### src/rtl/fetch_sequencer.sv
// Program fetch sequencer: clears the instruction counter, fetches each
// instruction from instruction memory at the current count, presents it to
// the decoder over valid/ready, and steps the counter forward or rewinds it.
module fetch_sequencer #(
  parameter int ADDR_W = 5,
  parameter int DATA_W = 32
) (
  input  logic              fs_clk,
  input  logic              fs_rst_n,
  input  logic              fs_start,
  input  logic              fs_halt,
  input  logic [ADDR_W-1:0] fs_last_addr,
  input  logic              fs_rewind,
  input  logic [ADDR_W-1:0] fs_rewind_cnt,
  input  logic [ADDR_W-1:0] fs_pc,
  output logic              fs_cnt,
  output logic              fs_dir,
  output logic              fs_clr,
  output logic              fs_mem_req,
  output logic [ADDR_W-1:0] fs_mem_addr,
  input  logic              fs_mem_ack,
  input  logic [DATA_W-1:0] fs_mem_rdata,
  output logic [DATA_W-1:0] fs_instr,
  output logic              fs_instr_valid,
  input  logic              fs_instr_ready,
  output logic              fs_busy,
  output logic              fs_done
);

  typedef enum logic [2:0] {
    IDLE   = 3'd0,
    CLEAR  = 3'd1,
    REQ    = 3'd2,
    HOLD   = 3'd3,
    REWIND = 3'd4,
    DONE   = 3'd5
  } state_t;

  localparam logic [ADDR_W-1:0] ONE_STEP = ADDR_W'(1);

  state_t            state;
  logic              clr_q;
  logic              req_q;
  logic              valid_q;
  logic              busy_q;
  logic              done_q;
  logic              rewinding_q;
  logic              pending_q;
  logic [ADDR_W-1:0] rw_q;
  logic [DATA_W-1:0] instr_q;

  logic [ADDR_W-1:0] rw_load;
  logic              rewind_take;
  logic              step;

  // Rewind distance limited to the current count so the counter never wraps below 0.
  function automatic logic [ADDR_W-1:0] clamp_steps(input logic [ADDR_W-1:0] steps,
                                                    input logic [ADDR_W-1:0] pc);
    return (steps > pc) ? pc : steps;
  endfunction

  assign rw_load     = clamp_steps(fs_rewind_cnt, fs_pc);
  assign rewind_take = pending_q && (rw_q != '0);

  // Forward step happens in the handshake cycle itself, so it cannot be registered.
  assign step = (state == HOLD) && fs_instr_ready && !fs_halt && !rewind_take &&
                (fs_pc != fs_last_addr);

  assign fs_clr         = clr_q;
  assign fs_mem_req     = req_q;
  assign fs_mem_addr    = req_q ? fs_pc : '0;
  assign fs_instr       = instr_q;
  assign fs_instr_valid = valid_q;
  assign fs_busy        = busy_q;
  assign fs_done        = done_q;
  assign fs_dir         = rewinding_q;
  assign fs_cnt         = rewinding_q | step;

  // Sequencer FSM with registered Moore outputs and rewind bookkeeping.
  always_ff @(posedge fs_clk or negedge fs_rst_n) begin
    if (!fs_rst_n) begin
      state       <= IDLE;
      clr_q       <= 1'b0;
      req_q       <= 1'b0;
      valid_q     <= 1'b0;
      busy_q      <= 1'b0;
      done_q      <= 1'b0;
      rewinding_q <= 1'b0;
      pending_q   <= 1'b0;
      rw_q        <= '0;
      instr_q     <= '0;
    end else begin
      clr_q  <= 1'b0;
      done_q <= 1'b0;
      if (fs_halt && (state != IDLE)) begin
        // Halt wins over ack and ready: nothing is captured, nothing steps.
        state       <= IDLE;
        req_q       <= 1'b0;
        valid_q     <= 1'b0;
        busy_q      <= 1'b0;
        rewinding_q <= 1'b0;
        pending_q   <= 1'b0;
        rw_q        <= '0;
      end else begin
        case (state)
          IDLE: begin
            if (fs_start) begin
              state  <= CLEAR;
              clr_q  <= 1'b1;
              busy_q <= 1'b1;
            end
          end
          CLEAR: begin
            state <= REQ;
            req_q <= 1'b1;
          end
          REQ: begin
            if (fs_mem_ack) begin
              instr_q <= fs_mem_rdata;
              valid_q <= 1'b1;
              req_q   <= 1'b0;
              state   <= HOLD;
            end
          end
          HOLD: begin
            if (fs_instr_ready) begin
              valid_q <= 1'b0;
              if (rewind_take) begin
                state       <= REWIND;
                rewinding_q <= 1'b1;
              end else if (fs_pc == fs_last_addr) begin
                state  <= DONE;
                done_q <= 1'b1;
              end else begin
                state <= REQ;
                req_q <= 1'b1;
              end
            end
          end
          REWIND: begin
            // The last decrement is issued in the cycle the register holds 1.
            if (rw_q <= ONE_STEP) begin
              state       <= REQ;
              req_q       <= 1'b1;
              rewinding_q <= 1'b0;
              pending_q   <= 1'b0;
              rw_q        <= '0;
            end else begin
              rw_q <= rw_q - ONE_STEP;
            end
          end
          DONE: begin
            state  <= IDLE;
            busy_q <= 1'b0;
          end
          default: begin
            state       <= IDLE;
            req_q       <= 1'b0;
            valid_q     <= 1'b0;
            busy_q      <= 1'b0;
            rewinding_q <= 1'b0;
          end
        endcase
        // A new rewind request overwrites any pending one.
        if (fs_rewind && (state != IDLE)) begin
          rw_q      <= rw_load;
          pending_q <= (rw_load != '0);
        end
      end
    end
  end

endmodule
### config.mk
export PLATFORM = sky130hd
export DESIGN_NAME = fetch_sequencer
export DESIGN_NICKNAME = d
export VERILOG_FILES = /design/src/rtl/fetch_sequencer.sv
export SDC_FILE = /design/constraint.sdc
export NUM_CORES = 1
export LEC_CHECK = 0
export ABC_AREA = 1
export BUFFER_PORTS_ARGS = -buffer_cell sky130_fd_sc_hd__buf_2
export CORE_MARGIN = 8
export CORE_UTILIZATION = 49
export CTS_CLUSTER_DIAMETER = 100
export DETAILED_ROUTE_END_ITERATION = 8
export PLACE_DENSITY = 0.77
export SYNTH_ARGS = -nofsm -noshare
export SYNTH_HDL_FRONTEND = slang
export SYNTH_SLANG_ARGS = --single-unit
### constraint.sdc
create_clock -name fs_clk -period 2 [get_ports fs_clk]
set_input_delay 0.2 -clock fs_clk [delete_from_list [all_inputs] [get_ports fs_clk]]
set_output_delay 0.2 -clock fs_clk [all_outputs]
set_load 0.02 [all_outputs]
==> impl_metrics.toml, run 1 <==
[routing]
wire_per_inst_um = 15.1
wl_mm = 6.87
drc = 0
ant_nets = 0
via_per_inst = 4.92
vias = 2240
drt_iter0_markers = 115
drt_first_pass_iters = 4

[logic_synthesis]
synth_seq_cells = 47
ys_top_cells_by_area = "dfrtp_1 (45%), mux2_4 (17%), nand2_1 (7.9%)"
synth.avg_cell_area_sq_um = 9.87
ys_seq_area_share_pct = 44.8
netlist_instances = 266
synth_top_cell_by_area = "dfrtp_1"
synth_edf_count = 0
synth_top_area_share_pct = 44.8
synth_nets = 328
ys_warn_count = 0
yosys.cell_types.count = 32
synthesis.area_sq_mm = 0.00263
ys.flop_type = "dfrtp_1"
async_flop_share_pct = 100

[sta]
clock_skew_ns = 0.00330
setup_viol = 0
fmax_ghz = 0.512
slew-limit-headroom_pct = 62.7
finalCritPeriodShare_pct = 97.7
drv_slew = 0
hold_ws_ns = 0.124
tightest_slew_ns = 0.560
timing.setup.tns_ns = 0
period_minus_slack_ns = 1.95
hold_violations = 0

[critical_path]
crit_buf_inv = 2
critPathKind = "register to primary output"
worstPathArrival_ns = 1.75
crit_family = "simple AND/OR/NAND/NOR gates"
critPathLaunchType = "register"
worstPathMaxFanout = 2
crit_chain = "inv_2 -> ha_4 -> nand3_2 -> and2_4 -> nor2_4 -> nand2_2 -> o31ai_4 -> buf_4"
timing.critical_path.to_type = "primary output"
r2r_slack_ns = 0.13
slowest_stage = "dfrtp_1"
max_stage_delay_ns = 0.40
required_ns = 1.80

[grt]
track_usage_pct = 17.0
grt_pass1_wl_mm = 10.4
gr-total-overflow = 0
antenna_found_initial = 0
grt_max_degree = 34
grt_pass1_vias = 2311

[finish]
design_area_sq_mm = 0.00346
final_layout_size_suffix_gt1_share_pct = 48.1
finalNetCount = 446
stdcell_count = 455
final_util_pct = 67.4
num_antenna_cells = 0
areaGrowthSynthToFinish_pct = 32.0

[cts]
htree_levels = 2
clk_pin_slew_ns = 0.09
cts_buffers = 5
cts_max_path_buffers = 2
cts_tree = "done"
cts_root_buf = "clkbuf_8"
clk_latency_ns = 0.30
clock-sinks = 47

[power]
p_leak_nw = 1.99
p_per_area_mw_per_mm2 = 1500
ir_worst_vdd_mv = 0.818

[flow_run]
maxCapViolCount = 0

[floorplan]
fp.coreArea_sq_mm = 0.00514
die_w_um = 89.2
ioPinCount = 98
fp-row-count = 26
die_h_um = 89.2
start_util_pct = 51.1
die_area_sq_mm = 0.00795

[placed_design]
dp_hpwl_mm = 5.09
io_buffer_count = 97
gp_congestion = 0.950
postPlaceCellArea_sq_mm = 0.00319
placed_cells = 433

[outcome]
outcome = "complete, no violations"

[worst_hold_path]
hp-class = "input port to register"
==> layer usage <==
layer	GRT usage (%)	share of wire, %	vias to the layer above
met5	0	0	-
met4	5.29	1.0	0
met3	4.32	6.8	6
met2	29.8	55	80
met1	19.7	37	1055
li1	-	-	1099
==> power by group <==
part           total (mW)  switching, mW  internal [mW]  leakage [nW]
Combinational        2.84           1.58           1.26          1.35
Sequential           1.66          0.271           1.39         0.581
Clock               0.697          0.324          0.372        0.0581
Total                5.20           2.18           3.02          1.99
==> timing repair <==
item / CTS / global route
endpoints found under the hold margin: 13 / 0
resized for setup: 8 / 7
buffers inserted: 11 / 3
pin swaps: 3 / 5
hold buffers: 1 / 0
gates cloned: 0 / 0
endpoints found under the setup margin: 1 / 2
==> metrics by stage <==
| step | power, mW | setup WS, ns |
|---|---|---|
| final | 5.20 | 0.0462 |
| after global placement | 4.16 | 0.189 |
| after CTS | 5.08 | 0.00596 |
| after global routing | 5.54 | -0.0268 |
| after floorplan | 3.45 | 0.249 |
| after detailed placement | 4.22 | 0.157 |
==> Yosys cell counts (2+ instances only) <==
library cell,instances
dfrtp_1,47
mux2_2,3
ha_1,8
o31ai_1,2
nor3_1,3
nor2_4,3
o22ai_1,4
o21ai_1,2
xnor2_1,5
nor2_2,4
nand2_4,2
a21oi_1,8
nand2_2,5
buf_6,3
mux2_4,29
inv_2,6
o21ai_0,10
nor2_1,10
inv_1,34
nand3_1,12
nand2_1,55
==> final timing paths <==
kind,depth (start not counted),from,to
worst max-delay path,8,rw_q[0]$_DFFE_PN0P_,fs_cnt
worst min-delay path,2,fs_mem_rdata[20],fs_instr[20]$_DFFE_PN0P_
worst max register to register,14,rw_q[0]$_DFFE_PN0P_,state[1]$_DFFE_PN0P_
worst min register to register,1,fs_instr[29]$_DFFE_PN0P_,fs_instr[29]$_DFFE_PN0P_
max in group asynchronous,3,fs_rst_n,fs_instr_valid$_DFFE_PN0P_
min in group asynchronous,2,fs_rst_n,fs_instr[11]$_DFFE_PN0P_
==> registers in the layout (all words and copies together), names as in the netlist <==
register,flops
fs_busy,1
fs_instr_valid,1
fs_clr,1
state,3
fs_mem_req,1
pending_q,1
fs_done,1
fs_dir,1
rw_q,5
fs_instr,32
==> layout make-up <==
type	instances	area, sq um
flip-flops and latches	47	1180
multi-input cells	176	1320
repair buffers	114	622
clock inverters	3	43.8
fillers	435	1680
well taps	70	87.6
clock buffers	5	68.8
inverters	40	150
==> placed cells by master (no fill, tap or decap), drive strengths merged, types with 2 or more instances in the layout <==
| master | instances |
|---|---|
| ha | 8 |
| dfrtp | 47 |
| or2 | 3 |
| o31ai | 2 |
| xnor2 | 5 |
| mux2 | 32 |
| nor3 | 3 |
| a21oi | 8 |
| nor2 | 17 |
| clkinv | 2 |
| inv | 40 |
| buf | 113 |
| o21ai | 12 |
| nand2 | 62 |
| nand3 | 13 |
| clkbuf | 5 |
| o22ai | 4 |
==> kinds of logic after synthesis <==
logic type / count (synthesis) / share of synthesized area [%]
simple gates: 101 / 18.3
flops: 47 / 44.8
buf+inv: 43 / 7.01
mux: 32 / 17.9
compound gates: 29 / 6.24
fa+ha+maj: 8 / 3.81
xor+xnor: 6 / 2.00
Power figures use the tool's default switching activity.
==> run 2, diff against run 1 <==
clock period = 2.2 ns   (was 2 ns; I/O delays follow)
==> run 2 against run 1 <==
Net effect:
- routed wire length is 6.1% lower
- clock power is 22% lower
- sequential share of layout area is 1.6 points higher
- clock skew is 0.0018 ns higher
- critical path depth stayed put
- die area stayed put
- largest power group unchanged
- cell area is 4.6% lower
==> impl_metrics.toml, run 2 (same netlist as run 1, synthesis figures left out) <==
[sta]
slew-limit-headroom_pct = 61.1
rsz0062_at_grt = "no"
finalCritPeriodShare_pct = 94.5
fmax_ghz = 0.481
timing.setup.tns_ns = 0
tightest_slew_ns = 0.583
setup_ws_ns = 0.122
setup_viol = 0
hold_ws_ns = 0.00381
period_minus_slack_ns = 2.08
drv_slew = 0
clock_skew_ns = 0.00514
hold_violations = 0

[grt]
gr-total-overflow = 0
antenna_found_initial = 0
track_usage_pct = 16.2
grt_pass1_wl_mm = 10.1
grt_max_degree = 48
grt_pass1_vias = 2161

[finish]
num_antenna_cells = 0
final_layout_size_suffix_gt1_share_pct = 44.2
n_fill_cell = 438
finalNetCount = 432
areaGrowthSynthToFinish_pct = 25.9
final_common_cell = "buf_2"
final_cell_mix = "buf_2 (96), nand2_1 (55), dfrtp_1 (47), inv_1 (33), mux2_4 (29)"
largest_reg_flops = 32

[floorplan]
die_h_um = 89.2
fp-row-count = 26
die_area_sq_mm = 0.00795
start_util_pct = 51.1
ioPinCount = 98
fp.coreArea_sq_mm = 0.00514
die_w_um = 89.2

[routing]
via_per_inst = 4.85
drc = 0
ant_nets = 0
drt_iter0_markers = 80
wire_per_inst_um = 14.6
wl_mm = 6.45
drt_first_pass_iters = 4
vias = 2141

[cts]
ctsHoldBuffers = 0
cts_max_path_buffers = 2
cts_root_buf = "clkbuf_8"
clock-sinks = 47
htree_levels = 2
cts_tree = "done"
post_cts_buffers = 0
clk_pin_slew_ns = 0.09
cts-resized-gates = 0
clk_latency_ns = 0.29
cts_buffers = 5

[outcome]
outcome = "complete, no violations"

[power]
pwr-share-clk_pct = 12.5
switching_share_pct = 42.5
ir_worst_vdd_mv = 0.896
p_seq_share_pct = 34.4
comb_power_share_pct = 53.1
p_leak_nw = 1.91
p_int_mw = 2.53
p_per_area_mw_per_mm2 = 1330
p_switching_mw = 1.87

[critical_path]
critPathLaunchType = "register"
timing.critical_path.to_type = "primary output"
worstPathMaxFanout = 5
required_ns = 1.98
critPathKind = "register to primary output"
worstPathArrival_ns = 1.86

[flow_run]
maxCapViolCount = 0

[worst_hold_path]
hp-class = "input port to asynchronous set/reset pin"

[placed_design]
gp_congestion = 0.948
io_buffer_count = 97
pre_cts_slack_ns = 0.308
dp_hpwl_mm = 5.13
run 2: cell type report:
type	count	area (sq um)	area share (%)
clock inverters	1	8.76	0.265
multi-input cells	176	1270	38.5
inverters	40	150	4.54
flip-flops and latches	47	1180	35.6
clock buffers	7	86.3	2.61
well taps	70	87.6	2.65
repair buffers	100	523	15.8
run 2: per-stage QoR:
stage / util, % / total power [mW] / instance area (sq um) / instances
after floorplan: - / 3.14 / 2630 / 266
after global placement: 62.2 / 3.79 / 3200 / 433
after detailed placement: 62.2 / 3.85 / 3200 / 433
after CTS: 64.1 / 4.41 / 3290 / 441
after global routing: 64.3 / 4.70 / 3300 / 441
final: 64.3 / 4.39 / 3300 / 441
run 2: power groups by stage:
stage               sequential (mW)  clock (mW)  combinational (mW)
global route                   1.56       0.594                2.55
floorplan                      1.91           0                1.23
CTS                            1.50       0.563                2.35
global placement               1.49           0                2.30
detailed placement             1.52           0                2.33
finish                         1.51       0.547                2.33
run 2: worst max-delay path, stage by stage, from the launching register on:
cell and delay [ns]:
dfrtp_1 0.38, inv_1 0.13, ha_1 0.17, nand3_1 0.09
and2_1 0.17, nor2_1 0.12, nand2_1 0.10, o31ai_2 0.22
buf_4 0.19
run 2: final timing paths:
| kind | start | end | slack (ns) | cells after the start |
|---|---|---|---|---|
| max | rw_q[1]$_DFFE_PN0P_ | fs_cnt | 0.12 | 8 |
| min | fs_rst_n | fs_instr[7]$_DFFE_PN0P_ | 0.004 | 2 |
| max reg2reg | state[2]$_DFFE_PN0P_ | fs_instr[19]$_DFFE_PN0P_ | 0.48 | 6 |
| min reg2reg | fs_instr[4]$_DFFE_PN0P_ | fs_instr[4]$_DFFE_PN0P_ | 0.51 | 1 |
| max in group asynchronous | fs_rst_n | fs_instr[17]$_DFFE_PN0P_ | 1.80 | 2 |
| min in group fs_clk | fs_mem_rdata[7] | fs_instr[7]$_DFFE_PN0P_ | 0.15 | 2 |
run 2: layer usage:
| metal | GRT usage, % | vias to the layer above | share of wire [%] | wire length [um] |
|---|---|---|---|---|
| li1 | - | 1073 | - | - |
| met1 | 19.7 | 1000 | 41 | 2620 |
| met2 | 28.7 | 63 | 52 | 3360 |
| met3 | 3.86 | 5 | 6.7 | 429 |
| met4 | 2.87 | 0 | 0.62 | 40 |
| met5 | 0 | - | 0 | 0 |
==> run 3, diff against run 2 <==
CORE_ASPECT_RATIO = 0.9   (was default)
SLEW_MARGIN = 20   (was default)
==> run 3 against run 2 <==
Net effect:
- clock power is 8.0% lower
- critical path type unchanged
- clock skew is 0.0022 ns lower
- highest routed layer unchanged
- die area hardly changed
- flip-flop and latch count stayed put
- power is 0.91% lower
- maximum frequency is 4.1% higher
- sequential power hardly changed
- combinational power hardly changed
- non-clock buffer count is 1 lower
- cell count is 0.91% lower
- utilization is 1.4 points lower
==> impl_metrics.toml, run 3 (same netlist as run 1, synthesis figures left out) <==
[power]
ir_worst_vdd_mv = 0.695
p_per_area_mw_per_mm2 = 1330
p_leak_nw = 1.90
power_mw = 4.35

[placed_design]
dp_hpwl_mm = 5.13
io_buffer_count = 97
postPlaceCellArea_sq_mm = 0.00319
gp_congestion = 0.980
placed_cells = 429

[outcome]
outcome = "complete, no violations"

[grt]
grt_pass1_wl_mm = 10.6
grt_max_degree = 48
gr-total-overflow = 0
antenna_found_initial = 0
track_usage_pct = 16.4
grt_pass1_vias = 2121

[cts]
cts-resized-gates = 0
clk_latency_ns = 0.29
cts_root_buf = "clkbuf_8"
ctsHoldBuffers = 0
post_cts_buffers = 0
clk_pin_slew_ns = 0.08
cts_max_path_buffers = 2
htree_levels = 2
clock-sinks = 47
cts_buffers = 5
cts_tree = "done"

[floorplan]
die_h_um = 85.4
fp.coreArea_sq_mm = 0.00522
start_util_pct = 50.3
die_w_um = 93.2
die_area_sq_mm = 0.00796
ioPinCount = 98
fp-row-count = 25

[flow_run]
maxCapViolCount = 0

[critical_path]
r2r-start = "state[2]$_DFFE_PN0P_"
r2r_cells = 6
worstPathMaxFanout = 4
r2r_slack_ns = 0.43
worstPathArrival_ns = 1.78
critPathKind = "register to primary output"
timing.critical_path.to_type = "primary output"
required_ns = 1.98
critPathLaunchType = "register"
worst_r2r_endpoint = "fs_instr[1]$_DFFE_PN0P_"

[routing]
drt_iter0_markers = 129
drt_first_pass_iters = 4
ant_nets = 0
wire_per_inst_um = 14.8
via_per_inst = 4.91
drc = 0
wl_mm = 6.48
vias = 2147

[sta]
tightest_slew_ns = 0.597
fmax_ghz = 0.501
drv_slew = 0
clock_skew_ns = 0.00292
rsz0062_at_grt = "no"
period_minus_slack_ns = 2.00
finalCritPeriodShare_pct = 90.7
timing.setup.tns_ns = 0
setup_viol = 0
slew-limit-headroom_pct = 60.2
hold_ws_ns = 0.0190
hold_violations = 0

[worst_hold_path]
hp-class = "input port to asynchronous set/reset pin"

[finish]
final_cell_mix = "buf_2 (96), nand2_1 (55), dfrtp_1 (47), inv_1 (32), mux2_4 (29)"
final_layout_size_suffix_gt1_share_pct = 44.3
design_area_sq_mm = 0.00328
final_common_cell = "buf_2"
largest_reg_flops = 32
num_antenna_cells = 0
areaGrowthSynthToFinish_pct = 25.1
finalNetCount = 431
stdcell_count = 437
## run 3: where the power goes
group / switching (mW) / internal, mW / total [mW]
logic: 1.33 / 1.00 / 2.34
registers: 0.250 / 1.26 / 1.51
clock network: 0.281 / 0.222 / 0.503
total: 1.86 / 2.49 / 4.35
## run 3: cell type report
class / count / area, sq um
clock buffers: 6 / 72.6
inverters: 40 / 150
well taps: 67 / 83.8
flip-flops and latches: 47 / 1180
clock inverters: 2 / 12.5
multi-input cells: 176 / 1270
fillers: 417 / 1940
repair buffers: 99 / 515
## run 3: routing by layer
metal  vias up  share of wire (%)  track usage (%)
met5         -                  0                0
li1       1068                  -                -
met3         2                3.9             2.73
met1      1022                 40             20.5
met4         0               0.59             3.95
met2        55                 55             28.6
## run 3: worst max-delay path by stage
stage / start / end / slack (ns)
after CTS: rw_q[0]$_DFFE_PN0P_ / fs_cnt / 0.11
after global placement: fs_pc[4] / pending_q$_DFFE_PN0P_ / 0.39
after global routing: rw_q[0]$_DFFE_PN0P_ / fs_cnt / 0.04
final: rw_q[0]$_DFFE_PN0P_ / fs_cnt / 0.20
after floorplan: rw_q[0]$_DFFE_PN0P_ / fs_cnt / 0.43
after detailed placement: fs_pc[4] / pending_q$_DFFE_PN0P_ / 0.34
## run 3: metrics by stage
| step | worst slack, ns | utilization [%] |
|---|---|---|
| after floorplan | 0.429 | - |
| after global placement | 0.392 | 61.0 |
| after detailed placement | 0.344 | 61.0 |
| after CTS | 0.115 | 62.7 |
| after global routing | 0.0434 | 62.9 |
| final | 0.204 | 62.9 |
## run 3: critical path, stage by stage, from the launching register on
cell     delay, ns
dfrtp_1       0.41
inv_2         0.09
ha_1          0.14
nand3_1       0.08
and2_1        0.16
nor2_1        0.13
nand2_1       0.11
o31ai_2       0.18
buf_4         0.17
